### src/rtl/axil_cmd_master_if.sv
// AXI4-Lite bus bundle shared by the command master and its register slave.
// Master modports drive aw/w/ar payload and valids; slave modports drive readies and responses.
interface taxi_axil_if #(
  parameter int DATA_W = 32,
  parameter int ADDR_W = 32,
  parameter int STRB_W = DATA_W / 8,
  parameter int USER_W = 1
) ();
  logic [ADDR_W-1:0] awaddr;
  logic [2:0]        awprot;
  logic [USER_W-1:0] awuser;
  logic              awvalid;
  logic              awready;
  logic [DATA_W-1:0] wdata;
  logic [STRB_W-1:0] wstrb;
  logic [USER_W-1:0] wuser;
  logic              wvalid;
  logic              wready;
  logic [1:0]        bresp;
  logic [USER_W-1:0] buser;
  logic              bvalid;
  logic              bready;
  logic [ADDR_W-1:0] araddr;
  logic [2:0]        arprot;
  logic [USER_W-1:0] aruser;
  logic              arvalid;
  logic              arready;
  logic [DATA_W-1:0] rdata;
  logic [1:0]        rresp;
  logic [USER_W-1:0] ruser;
  logic              rvalid;
  logic              rready;

  modport wr_mst (
    output awaddr, awprot, awuser, awvalid, input awready,
    output wdata, wstrb, wuser, wvalid, input wready,
    input bresp, buser, bvalid, output bready
  );
  modport rd_mst (
    output araddr, arprot, aruser, arvalid, input arready,
    input rdata, rresp, ruser, rvalid, output rready
  );
  modport wr_slv (
    input awaddr, awprot, awuser, awvalid, output awready,
    input wdata, wstrb, wuser, wvalid, output wready,
    output bresp, buser, bvalid, input bready
  );
  modport rd_slv (
    input araddr, arprot, aruser, arvalid, output arready,
    output rdata, rresp, ruser, rvalid, input rready
  );
endinterface

### src/rtl/axil_cmd_master.sv
// Single-outstanding AXI4-Lite initiator: one register command in, one AXI-Lite
// transaction out, one completion back, with a watchdog on the response phase.
module axil_cmd_master #(
  parameter int ADDR_W      = 32,
  parameter int DATA_W      = 32,
  parameter int TIMEOUT_CYC = 1024
) (
  input  logic                clk,
  input  logic                rst_n,
  input  logic                cmd_valid,
  output logic                cmd_ready,
  input  logic                cmd_write,
  input  logic [ADDR_W-1:0]   cmd_addr,
  input  logic [DATA_W-1:0]   cmd_wdata,
  input  logic [DATA_W/8-1:0] cmd_wstrb,
  output logic                rsp_valid,
  input  logic                rsp_ready,
  output logic                rsp_write,
  output logic [DATA_W-1:0]   rsp_rdata,
  output logic [1:0]          rsp_resp,
  output logic                rsp_timeout,
  output logic                busy,
  taxi_axil_if.wr_mst         m_axil_wr,
  taxi_axil_if.rd_mst         m_axil_rd
);

  localparam int STRB_W = DATA_W / 8;
  localparam int CNT_W  = (TIMEOUT_CYC > 0) ? $clog2(TIMEOUT_CYC + 1) : 1;
  localparam logic [CNT_W-1:0] WDOG_LAST = (TIMEOUT_CYC > 0) ? CNT_W'(TIMEOUT_CYC - 1) : '0;
  localparam logic [1:0] RESP_SLVERR = 2'b10;

  typedef enum logic [2:0] {
    S_IDLE,
    S_WR,
    S_WB,
    S_RD,
    S_RDD,
    S_RSP
  } state_t;

  state_t              r_state;
  state_t              w_next;
  logic [ADDR_W-1:0]   r_addr;
  logic [DATA_W-1:0]   r_wdata;
  logic [STRB_W-1:0]   r_wstrb;
  logic                r_aw_done;
  logic                r_w_done;
  logic [CNT_W-1:0]    r_wdog_cnt;
  logic                r_rsp_write;
  logic [DATA_W-1:0]   r_rsp_rdata;
  logic [1:0]          r_rsp_resp;
  logic                r_rsp_timeout;

  logic w_awvalid;
  logic w_wvalid;
  logic w_aw_hs;
  logic w_w_hs;
  logic w_in_rsp_wait;
  logic w_wdog_expire;
  logic w_enter_wait;

  assign w_awvalid     = (r_state == S_WR) && !r_aw_done;
  assign w_wvalid      = (r_state == S_WR) && !r_w_done;
  assign w_aw_hs       = w_awvalid && m_axil_wr.awready;
  assign w_w_hs        = w_wvalid && m_axil_wr.wready;
  assign w_in_rsp_wait = (r_state == S_WB) || (r_state == S_RDD);
  // Expiry on the cycle the count would reach TIMEOUT_CYC; a same-cycle bvalid/rvalid still wins.
  assign w_wdog_expire = (TIMEOUT_CYC != 0) && w_in_rsp_wait && (r_wdog_cnt == WDOG_LAST);
  assign w_enter_wait  = ((w_next == S_WB) || (w_next == S_RDD)) && (w_next != r_state);

  // NOTE: state register uses non-blocking assignment so every flop samples pre-edge values.
  always_ff @(posedge clk or negedge rst_n) begin
    if (!rst_n) r_state <= S_IDLE;
    else        r_state <= w_next;
  end

  // NOTE: next state defaults to the current state first, so no path can infer a latch.
  always_comb begin
    w_next = r_state;
    case (r_state)
      S_IDLE: if (cmd_valid) w_next = cmd_write ? S_WR : S_RD;
      S_WR:   if ((r_aw_done || w_aw_hs) && (r_w_done || w_w_hs)) w_next = S_WB;
      S_WB:   if (m_axil_wr.bvalid || w_wdog_expire) w_next = S_RSP;
      S_RD:   if (m_axil_rd.arready) w_next = S_RDD;
      S_RDD:  if (m_axil_rd.rvalid || w_wdog_expire) w_next = S_RSP;
      S_RSP:  if (rsp_ready) w_next = S_IDLE;
      default: w_next = S_IDLE;
    endcase
  end

  always_ff @(posedge clk or negedge rst_n) begin
    if (!rst_n) begin
      r_addr        <= '0;
      r_wdata       <= '0;
      r_wstrb       <= '0;
      r_aw_done     <= 1'b0;
      r_w_done      <= 1'b0;
      r_wdog_cnt    <= '0;
      r_rsp_write   <= 1'b0;
      r_rsp_rdata   <= '0;
      r_rsp_resp    <= '0;
      r_rsp_timeout <= 1'b0;
    end else begin
      if (r_state == S_IDLE && cmd_valid) begin
        r_addr    <= cmd_addr;
        r_wdata   <= cmd_wdata;
        r_wstrb   <= cmd_wstrb;
        r_aw_done <= 1'b0;
        r_w_done  <= 1'b0;
      end
      if (w_aw_hs) r_aw_done <= 1'b1;
      if (w_w_hs)  r_w_done  <= 1'b1;

      if (w_enter_wait)                         r_wdog_cnt <= '0;
      else if (w_in_rsp_wait && TIMEOUT_CYC != 0) r_wdog_cnt <= r_wdog_cnt + 1'b1;

      if (r_state == S_WB && w_next == S_RSP) begin
        r_rsp_write   <= 1'b1;
        r_rsp_rdata   <= '0;
        r_rsp_resp    <= m_axil_wr.bvalid ? m_axil_wr.bresp : RESP_SLVERR;
        r_rsp_timeout <= !m_axil_wr.bvalid;
      end
      if (r_state == S_RDD && w_next == S_RSP) begin
        r_rsp_write   <= 1'b0;
        r_rsp_rdata   <= m_axil_rd.rvalid ? m_axil_rd.rdata : '0;
        r_rsp_resp    <= m_axil_rd.rvalid ? m_axil_rd.rresp : RESP_SLVERR;
        r_rsp_timeout <= !m_axil_rd.rvalid;
      end
      if (r_state == S_RSP && rsp_ready) r_rsp_timeout <= 1'b0;
    end
  end

  assign cmd_ready   = (r_state == S_IDLE);
  assign busy        = (r_state != S_IDLE);
  assign rsp_valid   = (r_state == S_RSP);
  assign rsp_write   = r_rsp_write;
  assign rsp_rdata   = r_rsp_rdata;
  assign rsp_resp    = r_rsp_resp;
  assign rsp_timeout = r_rsp_timeout;

  assign m_axil_wr.awaddr  = r_addr;
  assign m_axil_wr.awprot  = '0;
  assign m_axil_wr.awuser  = '0;
  assign m_axil_wr.awvalid = w_awvalid;
  assign m_axil_wr.wdata   = r_wdata;
  assign m_axil_wr.wstrb   = r_wstrb;
  assign m_axil_wr.wuser   = '0;
  assign m_axil_wr.wvalid  = w_wvalid;
  assign m_axil_wr.bready  = (r_state == S_WB);

  assign m_axil_rd.araddr  = r_addr;
  assign m_axil_rd.arprot  = '0;
  assign m_axil_rd.aruser  = '0;
  assign m_axil_rd.arvalid = (r_state == S_RD);
  assign m_axil_rd.rready  = (r_state == S_RDD);

endmodule

### src/flat_wrapper.sv
// flat-port wrapper written by rule: the top's interface ports become plain ports
module axil_cmd_master_flat 
#(
  parameter int ADDR_W      = 32,
  parameter int DATA_W      = 32,
  parameter int TIMEOUT_CYC = 1024
)
  (clk, rst_n, cmd_valid, cmd_ready, cmd_write, cmd_addr, cmd_wdata, cmd_wstrb, rsp_valid, rsp_ready, rsp_write, rsp_rdata, rsp_resp, rsp_timeout, busy, m_axil_wr_awaddr, m_axil_wr_awprot, m_axil_wr_awuser, m_axil_wr_awvalid, m_axil_wr_awready, m_axil_wr_wdata, m_axil_wr_wstrb, m_axil_wr_wuser, m_axil_wr_wvalid, m_axil_wr_wready, m_axil_wr_bresp, m_axil_wr_buser, m_axil_wr_bvalid, m_axil_wr_bready, m_axil_rd_araddr, m_axil_rd_arprot, m_axil_rd_aruser, m_axil_rd_arvalid, m_axil_rd_arready, m_axil_rd_rdata, m_axil_rd_rresp, m_axil_rd_ruser, m_axil_rd_rvalid, m_axil_rd_rready);
  taxi_axil_if #(.DATA_W(DATA_W), .ADDR_W(ADDR_W)) m_axil_wr_i ();
  taxi_axil_if #(.DATA_W(DATA_W), .ADDR_W(ADDR_W)) m_axil_rd_i ();
  input  logic clk;
  input  logic rst_n;
  input  logic cmd_valid;
  output logic cmd_ready;
  input  logic cmd_write;
  input  logic [ADDR_W-1:0] cmd_addr;
  input  logic [DATA_W-1:0] cmd_wdata;
  input  logic [DATA_W/8-1:0] cmd_wstrb;
  output logic rsp_valid;
  input  logic rsp_ready;
  output logic rsp_write;
  output logic [DATA_W-1:0] rsp_rdata;
  output logic [1:0] rsp_resp;
  output logic rsp_timeout;
  output logic busy;
  output wire logic [$bits(m_axil_wr_i.awaddr)-1:0] m_axil_wr_awaddr;
  output wire logic [$bits(m_axil_wr_i.awprot)-1:0] m_axil_wr_awprot;
  output wire logic [$bits(m_axil_wr_i.awuser)-1:0] m_axil_wr_awuser;
  output wire logic [$bits(m_axil_wr_i.awvalid)-1:0] m_axil_wr_awvalid;
  input wire logic [$bits(m_axil_wr_i.awready)-1:0] m_axil_wr_awready;
  output wire logic [$bits(m_axil_wr_i.wdata)-1:0] m_axil_wr_wdata;
  output wire logic [$bits(m_axil_wr_i.wstrb)-1:0] m_axil_wr_wstrb;
  output wire logic [$bits(m_axil_wr_i.wuser)-1:0] m_axil_wr_wuser;
  output wire logic [$bits(m_axil_wr_i.wvalid)-1:0] m_axil_wr_wvalid;
  input wire logic [$bits(m_axil_wr_i.wready)-1:0] m_axil_wr_wready;
  input wire logic [$bits(m_axil_wr_i.bresp)-1:0] m_axil_wr_bresp;
  input wire logic [$bits(m_axil_wr_i.buser)-1:0] m_axil_wr_buser;
  input wire logic [$bits(m_axil_wr_i.bvalid)-1:0] m_axil_wr_bvalid;
  output wire logic [$bits(m_axil_wr_i.bready)-1:0] m_axil_wr_bready;
  output wire logic [$bits(m_axil_rd_i.araddr)-1:0] m_axil_rd_araddr;
  output wire logic [$bits(m_axil_rd_i.arprot)-1:0] m_axil_rd_arprot;
  output wire logic [$bits(m_axil_rd_i.aruser)-1:0] m_axil_rd_aruser;
  output wire logic [$bits(m_axil_rd_i.arvalid)-1:0] m_axil_rd_arvalid;
  input wire logic [$bits(m_axil_rd_i.arready)-1:0] m_axil_rd_arready;
  input wire logic [$bits(m_axil_rd_i.rdata)-1:0] m_axil_rd_rdata;
  input wire logic [$bits(m_axil_rd_i.rresp)-1:0] m_axil_rd_rresp;
  input wire logic [$bits(m_axil_rd_i.ruser)-1:0] m_axil_rd_ruser;
  input wire logic [$bits(m_axil_rd_i.rvalid)-1:0] m_axil_rd_rvalid;
  output wire logic [$bits(m_axil_rd_i.rready)-1:0] m_axil_rd_rready;
  assign m_axil_wr_awaddr = m_axil_wr_i.awaddr;
  assign m_axil_wr_awprot = m_axil_wr_i.awprot;
  assign m_axil_wr_awuser = m_axil_wr_i.awuser;
  assign m_axil_wr_awvalid = m_axil_wr_i.awvalid;
  assign m_axil_wr_i.awready = m_axil_wr_awready;
  assign m_axil_wr_wdata = m_axil_wr_i.wdata;
  assign m_axil_wr_wstrb = m_axil_wr_i.wstrb;
  assign m_axil_wr_wuser = m_axil_wr_i.wuser;
  assign m_axil_wr_wvalid = m_axil_wr_i.wvalid;
  assign m_axil_wr_i.wready = m_axil_wr_wready;
  assign m_axil_wr_i.bresp = m_axil_wr_bresp;
  assign m_axil_wr_i.buser = m_axil_wr_buser;
  assign m_axil_wr_i.bvalid = m_axil_wr_bvalid;
  assign m_axil_wr_bready = m_axil_wr_i.bready;
  assign m_axil_rd_araddr = m_axil_rd_i.araddr;
  assign m_axil_rd_arprot = m_axil_rd_i.arprot;
  assign m_axil_rd_aruser = m_axil_rd_i.aruser;
  assign m_axil_rd_arvalid = m_axil_rd_i.arvalid;
  assign m_axil_rd_i.arready = m_axil_rd_arready;
  assign m_axil_rd_i.rdata = m_axil_rd_rdata;
  assign m_axil_rd_i.rresp = m_axil_rd_rresp;
  assign m_axil_rd_i.ruser = m_axil_rd_ruser;
  assign m_axil_rd_i.rvalid = m_axil_rd_rvalid;
  assign m_axil_rd_rready = m_axil_rd_i.rready;
  axil_cmd_master #(.ADDR_W(ADDR_W), .DATA_W(DATA_W), .TIMEOUT_CYC(TIMEOUT_CYC)) u_core (.clk(clk), .rst_n(rst_n), .cmd_valid(cmd_valid), .cmd_ready(cmd_ready), .cmd_write(cmd_write), .cmd_addr(cmd_addr), .cmd_wdata(cmd_wdata), .cmd_wstrb(cmd_wstrb), .rsp_valid(rsp_valid), .rsp_ready(rsp_ready), .rsp_write(rsp_write), .rsp_rdata(rsp_rdata), .rsp_resp(rsp_resp), .rsp_timeout(rsp_timeout), .busy(busy), .m_axil_wr(m_axil_wr_i), .m_axil_rd(m_axil_rd_i));
endmodule
### config.mk
export PLATFORM = sky130hd
export DESIGN_NAME = axil_cmd_master_flat
export DESIGN_NICKNAME = d
export VERILOG_FILES = /design/src/rtl/axil_cmd_master_if.sv /design/src/rtl/axil_cmd_master.sv /design/src/flat_wrapper.sv
export SDC_FILE = /design/constraint.sdc
export NUM_CORES = 1
export LEC_CHECK = 0
export BUFFER_PORTS_ARGS = -buffer_cell sky130_fd_sc_hd__buf_2
export CORE_MARGIN = 4
export CORE_UTILIZATION = 30
export CTS_CLUSTER_DIAMETER = 80
export CTS_CLUSTER_SIZE = 16
export DETAILED_ROUTE_END_ITERATION = 10
export GPL_ROUTABILITY_DRIVEN = 0
export PLACE_DENSITY = 0.66
export SYNTH_ARGS = -nofsm -noshare
export SYNTH_HDL_FRONTEND = slang
export SYNTH_SLANG_ARGS = --single-unit
### constraint.sdc
create_clock -name clk -period 3.2 [get_ports clk]
set_input_delay 0.48 -clock clk [delete_from_list [all_inputs] [get_ports clk]]
set_output_delay 0.48 -clock clk [all_outputs]
set_load 0.02 [all_outputs]
# Word-level counts from Yosys, hierarchy flattened
# Cells that the tools add are included.
# word_totals
reg_bits	120
in_bits	116
output_inout_bits	153
elab_cells	75
# op_classes
add_sub_neg	1
n_eq_ne	10
n_mux	25
reduce_logical	28
# op_table
operator	n
$mux W32	3
$mux W11	2
$mux W3	6
$pmux W3 S6	1
$eq A3 B3 Y1 const B	4
$add A11 B1 Y11 const B	1
$eq A11 B10 Y1 const B	1
$logic_and A1 B1 Y1	11
$mux W2	5
$eq A3 B2 Y1 const B	3
$mux W1	8
$reduce_bool A2 Y1	4
$logic_or A1 B1 Y1	6
$reduce_bool A3 Y1	2
$logic_not A1 Y1	4
$eq A3 B1 Y1 const B	1
$logic_not A3 Y1	1
$ne A3 B3 Y1	1

# Depth between registers and ports, before layout
# Gate-level depths: netlist (run 1).
# logic_depth
depth_word	12
ltp_mapped	9
depth_no_buf	6

# Worst setup path after synthesis (run 1)
# OpenSTA, ideal clock, no wires.
# synth_path
kind	reg-to-reg
start	register u_core.r_state[0]
end	register u_core.r_wdata[11] (netlist: u_core.m_axil_wr.wdata[11])
setup_time_ns	0.125
t_arrival_ns	1.739
required_time_ns	3.075
slack_ns	1.336
stages_incl_launch_ff	9
n_path_buf	3
synth_period_minus_slack_ns	1.864
path_cell_list	dfrtp_1 nor2_1 nand2_2 inv_2 and2_1 buf_2 buf_6 buf_6 mux2_2
# synth_between
elab_chain_cells	2
# synth_lines
item	line	source
start: declaration	axil_cmd_master.sv:41	state_t r_state;
start signal: assignment	axil_cmd_master.sv:74	else r_state <= w_next;
$logic_not A3 Y1	n/a	
net cmd_ready	flat_wrapper.sv:14	output logic cmd_ready;
$logic_and A1 B1 Y1	axil_cmd_master.sv:104	if (r_state == S_IDLE && cmd_valid) begin
end signal: assignment	axil_cmd_master.sv:106	r_wdata <= cmd_wdata;
end: declaration	axil_cmd_master.sv:44	logic [DATA_W-1:0] r_wdata;
# The timed path passes the listed nets, and every way through them passes these cells.
# A chain may end at the register's enable or synchronous reset.

# Worst setup path in the final report (run 1)
# layout_path
start	register u_core.r_state[0]
end	output port m_axil_rd_rready
# layout_between
elab_chain_cells	1
# layout_lines
item	line	source
$eq A3 B3 Y1	axil_cmd_master.sv:155	assign m_axil_rd.rready = (r_state == S_RDD);
end: declaration	flat_wrapper.sv:49	output wire logic [$bits(m_axil_rd_i.rready)-1:0] m_axil_rd_rready;
# Every way passes these cells.

==> results of run 1 <==
## placed cells by master, fill, tap and decap left out, types with 3 or more instances in the layout
| cell | n |
|---|---|
| a21oi_1 | 12 |
| a22o_1 | 34 |
| and3_1 | 5 |
| buf_2 | 256 |
| buf_4 | 6 |
| bufinv_16 | 5 |
| clkbuf_16 | 17 |
| clkinv_2 | 4 |
| clkinvlp_4 | 3 |
| conb_1 | 9 |
| dfrtp_1 | 120 |
| inv_1 | 5 |
| mux2_1 | 8 |
| mux2_2 | 60 |
| nand2_1 | 17 |
| nand3_1 | 5 |
| nor2_1 | 10 |
| nor3_1 | 15 |
| o21ai_0 | 7 |
| o22ai_1 | 4 |
| xnor2_1 | 3 |
| xor2_1 | 6 |
## cells by family (layout without fill, tap and decap cells)
| group | after synthesis | after routing | synth area share [%] |
|---|---|---|---|
| mux | 69 | 69 | 15.05 |
| other cells | 1 | 9 | 0.07273 |
| buf+inv | 68 | 303 | 8.881 |
| flops | 120 | 120 | 58.24 |
| xor+xnor | 10 | 10 | 1.844 |
| fa+ha+maj | 1 | 1 | 0.2426 |
| simple gates | 62 | 62 | 6.042 |
| compound gates | 65 | 65 | 9.634 |
## metal layers
| metal | part of all wire (%) | vias up | GRT usage, % |
|---|---|---|---|
| met5 | 0 | - | 0 |
| met4 | 0.86 | 0 | 3.759 |
| met3 | 7.1 | 11 | 4.172 |
| met2 | 49 | 159 | 21.81 |
| met1 | 43 | 1810 | 16.72 |
| li1 | - | 1820 | - |
## worst max-delay path, cell delays in order (launching register included)
cell	delay, ns
dfrtp_1	0.57
nor2_1	0.34
nand2_1	0.16
inv_1	0.17
buf_2	0.19
## flip-flops by register name (all words and copies together) (netlist names)
signal / flops
u_core.r_w_done: 1
u_core.m_axil_wr.wstrb: 4
u_core.rsp_resp: 2
u_core.rsp_write: 1
u_core.rsp_rdata: 32
u_core.rsp_timeout: 1
u_core.r_wdog_cnt: 11
u_core.m_axil_wr.wdata: 32
u_core.r_state: 3
u_core.m_axil_rd.araddr: 32
u_core.r_aw_done: 1
## final timing paths
kind,slack (ns),from,endpoint,depth (start not counted)
max in group asynchronous,2.29,rst_n,u_core.m_axil_rd.araddr[1],2
min reg2reg,0.48,u_core.m_axil_wr.wdata[10],u_core.m_axil_wr.wdata[10],1
min,0.13,rst_n,u_core.rsp_resp[1],1
min in group clk,0.29,cmd_wdata[10],u_core.m_axil_wr.wdata[10],2
max reg2reg,0.97,u_core.r_state[0],u_core.m_axil_wr.wdata[3],6
max,0.88,u_core.r_state[0],m_axil_rd_rready,4
## per-stage QoR
stage / util, % / setup WS (ns) / area [um^2] / instances
finish: 42.11 / 0.8813 / 7033 / 859
global route: 42.11 / 0.7272 / 7033 / 859
CTS: 42.11 / 0.8666 / 7033 / 859
detailed placement: 38.31 / 0.9714 / 6399 / 827
global placement: 38.31 / 1.018 / 6399 / 827
floorplan: - / 1.336 / 5186 / 404
## Yosys cell counts, drive strengths merged
cell type	n
dfrtp	120
mux2	68
buf	55
a22o	34
nand2	18
nor3	15
a21oi	12
nor2	10
inv	7
o21ai	7
clkbuf	6
xor2	6
and3	5
nand3	5
o22ai	4
xnor2	4
and2	3
a21o	2
a22oi	2
nand2b	2
a2bb2oi	1
a32o	1
conb	1
ha	1
mux2i	1
nor3b	1
nor4	1
o221ai	1
o31ai	1
or2	1
or3	1
## power breakdown
group	internal (W)	switching (W)
logic	0.00138	0.00208
registers	0.00219	0.000419
clock network	0.00138	0.000668
## layout make-up
| type | instances | area, um^2 |
|---|---|---|
| Clock inverter | 13 | 201.4 |
| Fill cell | 1600 | 9668 |
| Multi-Input combinational cell | 216 | 1728 |
| Sequential cell | 120 | 3003 |
| Tap cell | 220 | 275.3 |
| Clock buffer | 19 | 432.9 |
| Timing Repair Buffer | 264 | 1366 |
| Inverter | 7 | 26.28 |
==> metrics.txt, run 1 <==
Area Overhead vs Synth=36.40%; synth unique cells=38; clock-pin slew on the worst setup and hold paths=0.06 ns; type of origin of the critical path=register; DRC viols=0; initial DRC count=101; final-report setup violation count=0; Clk Latency, worst-skew pair=0.40 ns; post-synthesis cell area=5156 um^2; Nets=743; Gate Count Post-Synth=396; die width=139.1 um; DRT Pass-1 Iters=4; Worst Tran Pin Value=0.6893 ns; core region area=16,700 um^2; Tmin final=2.319 ns; CTS tree=done; n_diodes=0; post-DR vias/cell=4.424; Max Clock Freq=0.4313 GHz; WP data required=2.72 ns; Mean Syn Cell Area=13.02 um^2; largest net degree at the start of global routing=52; post-CTS setup buffer count=0; Post-DP HPWL=9590 um; die area=19,350 um^2; CTS max path bufs=2; Max IR drop VDD=0.4703 mV; first-pass GRT wire length=20,710 um; Final Slew Violations=0; Rows=47; vias=3,800; Top Ports=269; clk_skew=0.01067 ns; Global Route Usage Sum=13.20%; crit-path max FO=16; power per cell area=1153 nW/um^2; initial antenna violation count=0; Seq/Total Area, Yosys=58.24%; Synth top area share=58.24%; Synth area leader=dfrtp_1; H-tree depth=4; CTS sink count=120; Hold-fix buffers, CTS=0; hold slack final=0.1255 ns; setup TNS=0 ns; CTS Buf Count=17; Syn. warnings=0; synth top area cells=dfrtp_1, mux2_2, buf_4; #FFs+latches synth=120; final hold vios=0; PostCTS Resize Cnt=0; Critical Path End Type=primary output; Pwr Total=0.008107 W; Hold WC Path Type=primary input to asynchronous set/reset pin; max cap viols=0; Setup CP Type=register to primary output; Leak Pwr=3.577 nW; vias in the first global route=3,866; RSZ-0062 raised after global routing=no; remaining antenna violation count=0; die span in y=139.1 um; Max transition margin=54.05%; starting density of the core=30.87%; final wirelength=12,720 um; crit path DAT=1.84 ns; layout cells sized above 1=56.49%; period utilization=72.46%; outcome=complete, no violations; total congestion overflow=0; port bufs=257; CTS root buf=clkbuf_16; per-cell routed wire length=14.81 um
Note: power is estimated with default switching activity, not from simulation.
==> run 2, diff against run 1 <==
==> constraint.sdc (replaced) <==
create_clock -name clk -period 2.26 [get_ports clk]
set_input_delay 0.339 -clock clk [delete_from_list [all_inputs] [get_ports clk]]
set_output_delay 0.339 -clock clk [all_outputs]
set_load 0.02 [all_outputs]
==> run 2 against run 1 <==
  * Routed wire length rose by 0.66%
  * Sequential share of layout area fell by 0.49 points
  * Clock skew fell by 0.00069 ns
  * Via count rose by 1.3%
  * Critical path depth did not move
  * Clock power rose by 44%
  * Count of clock-buffer cells in the layout rose by 4
  * Core utilization rose by 0.49 points
  * Highest routed layer unchanged
==> metrics.txt, run 2 (synthesized netlist as in run 1, its figures left out) <==
outcome=complete, no violations; starting density of the core=30.87%; clk_skew=0.009977 ns; vias in the first global route=3,836; H-tree depth=4; area of placed instances=6469 um^2; Hold-fix buffers, CTS=0; placed insts=833; Leak Pwr=3.627 nW; Storage cell area=3003 um^2; layout cells sized above 1=56.68%; CTS max path bufs=2; Setup CP Type=register to primary output; Hold WC Path Type=primary input to asynchronous set/reset pin; final-report setup violation count=0; largest net degree at the start of global routing=121; largest stage delay on the critical path=0.51 ns; post-CTS setup buffer count=0; die span in y=139.1 um; Metal-1 WL=5304 um; Rows=47; Max Clock Freq=0.4801 GHz; Worst Tran Pin Value=0.6526 ns; RSZ-0062 raised after global routing=no; highest metal used=met4; area of the multi-input gates=1728 um^2; die area=19,350 um^2; initial antenna violation count=0; Critical Path End Type=primary output; post-DR vias/cell=4.456; Max transition margin=56.49%; max cap viols=0; initial DRC count=158; n_diodes=0; final wirelength=12,810 um; Final Slew Violations=0; port bufs=257; die width=139.1 um; pre-CTS setup slack=0.2974 ns; remaining antenna violation count=0; CTS tree=done; DRT Pass-1 Iters=4; CTS root buf=clkbuf_16; per-cell routed wire length=14.82 um; crit path DAT=1.74 ns; fillcell total=1,595; crit-path max FO=12; post-route cell area=7114 um^2; Finished Layout Cells=864; CTS sink count=120; Global Route Usage Sum=13.03%; WP data required=1.92 ns; setup TNS=0 ns; Post-DP HPWL=9545 um; first-pass GRT wire length=20,380 um; crit path buf inv count=2; PostCTS Resize Cnt=0; Top Ports=269; most common cell after layout, fill and taps aside=buf_2; delay-heaviest family, CP=simple AND/OR/NAND/NOR gates; vias=3,850; power per cell area=1638 nW/um^2; Area Overhead vs Synth=37.98%; Critical-path top delay cell=dfrtp_1; total congestion overflow=0; period utilization=92.17%; final setup margin=0.1770 ns; type of origin of the critical path=register; fin util=42.60%; met2 WL=6449 um; most frequent cells in the layout=buf_2, dfrtp_1, mux2_2, a22o_1; final hold vios=0; clock-pin slew on the worst setup and hold paths=0.05 ns; core region area=16,700 um^2; DRC viols=0; Nets=749; Clk Latency, worst-skew pair=0.40 ns; Tmin final=2.083 ns; met3 WL=919 um; Max IR drop VDD=0.6752 mV; CTS Buf Count=17; CP Cell Sequence=nand2b_1 -> or2_1 -> inv_2 -> buf_2
[run 2: worst paths after layout]
| path | startpoint | to | slack [ns] | cells after the start |
|---|---|---|---|---|
| min in group clk | cmd_wdata[13] | u_core.m_axil_wr.wdata[13] | 0.15 | 2 |
| worst max-delay path | u_core.r_state[2] | m_axil_wr_bready | 0.18 | 4 |
| worst min-delay path | rst_n | u_core.rsp_write | 0.009 | 2 |
| max in group asynchronous | rst_n | u_core.m_axil_rd.araddr[1] | 1.75 | 2 |
| worst max register to register | u_core.r_state[2] | u_core.rsp_rdata[20] | 0.29 | 6 |
| worst min register to register | u_core.m_axil_wr.wdata[13] | u_core.m_axil_wr.wdata[13] | 0.48 | 1 |
[run 2: power by group]
group | internal, W | total [W] | switching, W | leakage, nW
clock | 0.00204 | 0.00295 | 0.000915 | 0.313
sequential | 0.00310 | 0.00364 | 0.000540 | 1.49
combinational | 0.00204 | 0.00507 | 0.00303 | 1.82
[run 2: area by class of cell]
cell class                 count  share of cell area [%]
timing repair buffer         270                   20.19
sequential                   120                   42.21
inverter                       7                  0.3693
multi-input combinational    216                   24.29
clock buffer                  23                   6.718
clock inverter                 8                   2.357
tap                          220                   3.869
[run 2: through the flow]
stage | hold slack, ns | power (W)
floorplan | 0.04341 | 0.007348
global placement | 0.4645 | 0.008735
detailed placement | 0.4714 | 0.008826
CTS | 0.05814 | 0.01184
global route | 0.08191 | 0.01231
finish | 0.008764 | 0.01165
[run 2: metal layers]
| layer | vias to the layer above | GRT usage (%) |
|---|---|---|
| met5 | - | 0 |
| met4 | 0 | 3.296 |
| met3 | 13 | 4.000 |
| met2 | 172 | 22.58 |
| met1 | 1840 | 15.87 |
| li1 | 1825 | - |
==> run 3, diff against run 2 <==
--- a/config.mk
+++ b/config.mk
@@ -5,6 +5,7 @@
 export SDC_FILE = /design/constraint.sdc
 export NUM_CORES = 1
 export LEC_CHECK = 0
+export ABC_AREA = 1
 export BUFFER_PORTS_ARGS = -buffer_cell sky130_fd_sc_hd__buf_2
 export CORE_MARGIN = 4
 export CORE_UTILIZATION = 30
==> run 3 against run 2 <==
  * First-iteration DRC count up 41%
  * Combinational power down 11%
  * Core utilization down 1.4 points
  * Clock power down 12%
  * Cell count up 24%
  * Via count up 19%
  * Largest cell class unchanged
  * Global-route usage up 1.4 points
  * Die area up 3.0%
==> metrics.txt, run 3 <==
largest net degree at the start of global routing=74; Area Overhead vs Synth=34.47%; DRC viols=0; setup TNS=0 ns; clock-pin slew on the worst setup and hold paths=0.06 ns; RSZ-0062 raised after global routing=no; Nets=954; Storage cell area=3003 um^2; starting density of the core=30.66%; vias in the first global route=4,440; total congestion overflow=0; placed insts=1,042; PostCTS Resize Cnt=0; most frequent cells in the layout=nand2_1, buf_2, dfrtp_1, nand3_1, inv_1; Max Clock Freq=0.5091 GHz; Synth Flop Type=dfrtp_1; GRT met2 Usage=23.53%; Pwr Total=0.01062 W; area of the multi-input gates=1810 um^2; H-tree depth=4; layout cells sized above 1=38.94%; n_diodes=0; Post-synth EDFFs=0; max cap viols=0; type of origin of the critical path=register; Gate Count Post-Synth=609; Clk Latency, worst-skew pair=0.41 ns; crit path DAT=2.29 ns; crit-path max FO=35; Hold WC Path Type=primary input to register; period utilization=86.91%; Final Slew Violations=0; Max IR drop VDD=0.6813 mV; CTS root buf=clkbuf_16; Cell Int Power=0.005966 W; Post-DP HPWL=10,630 um; CTS tree=done; Syn. warnings=0; per-cell routed wire length=13.43 um; Leak Pwr=4.201 nW; synth top area cells=dfrtp_1, nand2_1, buf_4; asr flop ratio synth=100.0%; Flop pwr share=33.0%; final-report setup violation count=0; Finished Layout Cells=1,075; hold_sp=cmd_wdata[2]; initial DRC count=222; Top cell by count, worst path=nand2_1; Max transition margin=59.68%; Setup CP Type=register to register; Rows=48; Synth top area share=56.43%; Worst Tran Pin Value=0.6039 ns; post-synthesis cell area=5321 um^2; Hold-fix buffers, CTS=1; synth unique cells=32; first-pass GRT wire length=23,050 um; die width=141.2 um; CTS Buf Count=17; fillcell total=1,756; Global Route Usage Sum=14.40%; crit path launch=u_core.r_wdog_cnt[0]; port bufs=257; delay-heaviest family, CP=simple AND/OR/NAND/NOR gates; final wirelength=14,430 um; Top Ports=269; Critical Path End Type=register; outcome=complete, no violations; remaining antenna violation count=0; switching pwr=0.004655 W; initial antenna violation count=1; Synth area leader=dfrtp_1; combinational share of power=42.6%; met3 Track Usage GR=5.156%; CTS sink count=120; RR Startpoint=u_core.r_wdog_cnt[0]; final hold vios=0; GRT met1 Usage=17.93%; vias=4,566; Seq/Total Area, Yosys=56.43%; die area=19,930 um^2; die span in y=141.2 um; post-CTS setup buffer count=0; largest stage delay on the critical path=0.45 ns; sw frac=43.83%; Clk pwr share=24.4%; CTS max path bufs=2; grt peak-use layer=met2; clk_skew=0.005947 ns; Tmin final=1.964 ns; power per cell area=1484 nW/um^2; crit path buf inv count=1; Critical-path top delay cell=inv_2; WP data required=2.58 ns; most common cell in the netlist=nand2_1; #FFs+latches synth=120; Synth top cells by count=nand2_1, dfrtp_1, buf_4, nand3_1, inv_1; DRT Pass-1 Iters=4; core region area=17,360 um^2; CP Cell Sequence=ha_1 -> nand3_1 -> nor2_1 -> nand3_4 -> nand2_1 -> nand2_2 -> nand2_4 -> inv_2 -> nand2_1 -> a22oi_1; post-DR vias/cell=4.247; most common cell after layout, fill and taps aside=nand2_1; Mean Syn Cell Area=8.738 um^2
[run 3: cell count changes after synthesis, sizes merged, moves of 4 or more]
cell    change
mux2       -68
nor3       -12
inv        +16
nand3      +42
o21ai       -5
and3        -5
clkbuf      +5
o22ai       -4
nor2        +6
a22o       -34
nand2     +277
[run 3: final timing paths]
path | depth (start not counted) | slack, ns | end
worst max-delay path | 10 | 0.30 | u_core.rsp_timeout
worst min-delay path | 3 | 0.13 | u_core.m_axil_wr.wdata[2]
min in group asynchronous | 3 | 0.49 | u_core.rsp_rdata[4]
max in group asynchronous | 3 | 1.24 | u_core.m_axil_wr.wdata[27]
worst min register to register | 2 | 0.46 | u_core.m_axil_wr.wdata[17]
worst max register to register | 10 | 0.30 | u_core.rsp_timeout
[run 3: cell families after synthesis]
group | count (synthesis) | share of synthesized area (%)
adder cells (fa/ha/maj) | 1 | 0.2351
flip-flops | 120 | 56.43
multiplexers | 1 | 0.1881
other | 1 | 0.07047
XOR/XNOR | 9 | 1.481
AO/OA/AOI/OAI | 20 | 2.892
AND/OR/NAND/NOR | 367 | 28.59
buffers and inverters | 90 | 10.11
[run 3: worst min-delay path, cell delays in order]
cell	delay, ns
buf_2	0.07
nand2_1	0.04
nand2_1	0.05
[run 3: final cells by class]
cell class / count / share of cell area [%]
clock buffer: 18 / 6.137
tap: 225 / 3.934
sequential: 120 / 41.97
clock inverter: 14 / 1.906
timing repair buffer: 268 / 19.55
multi-input combinational: 407 / 25.30
inverter: 23 / 1.207
[run 3: layer usage]
metal  share of wire [%]  routed length (um)  vias to the layer above
li1                    -                   -                     2290
met1                  42                5998                     2088
met2                  49                7017                      172
met3                 8.5                1227                       14
met4                 1.3                 184                        2
met5               0.048                   7                        -
[run 3: through the flow]
step	setup slack, ns	area (um^2)	hold WS [ns]	utilization (%)
3_3_place_gp	0.3242	6570	0.3910	37.85
2_1_floorplan	0.6313	5351	0.04341	-
6_report	0.2959	7156	0.1304	41.23
3_5_place_dp	0.3006	6570	0.3900	37.85
5_1_grt	0.1749	7156	0.1141	41.23
4_1_cts	0.2902	7156	0.1119	41.23
[run 3: power groups by stage]
| stage | logic [W] | clock network [W] | registers, W |
|---|---|---|---|
| floorplan | 0.00232 | 0 | 0.00446 |
| global placement | 0.00455 | 0 | 0.00351 |
| detailed placement | 0.00461 | 0 | 0.00352 |
| CTS | 0.00461 | 0.00267 | 0.00351 |
| global route | 0.00496 | 0.00278 | 0.00362 |
| finish | 0.00452 | 0.00259 | 0.00351 |
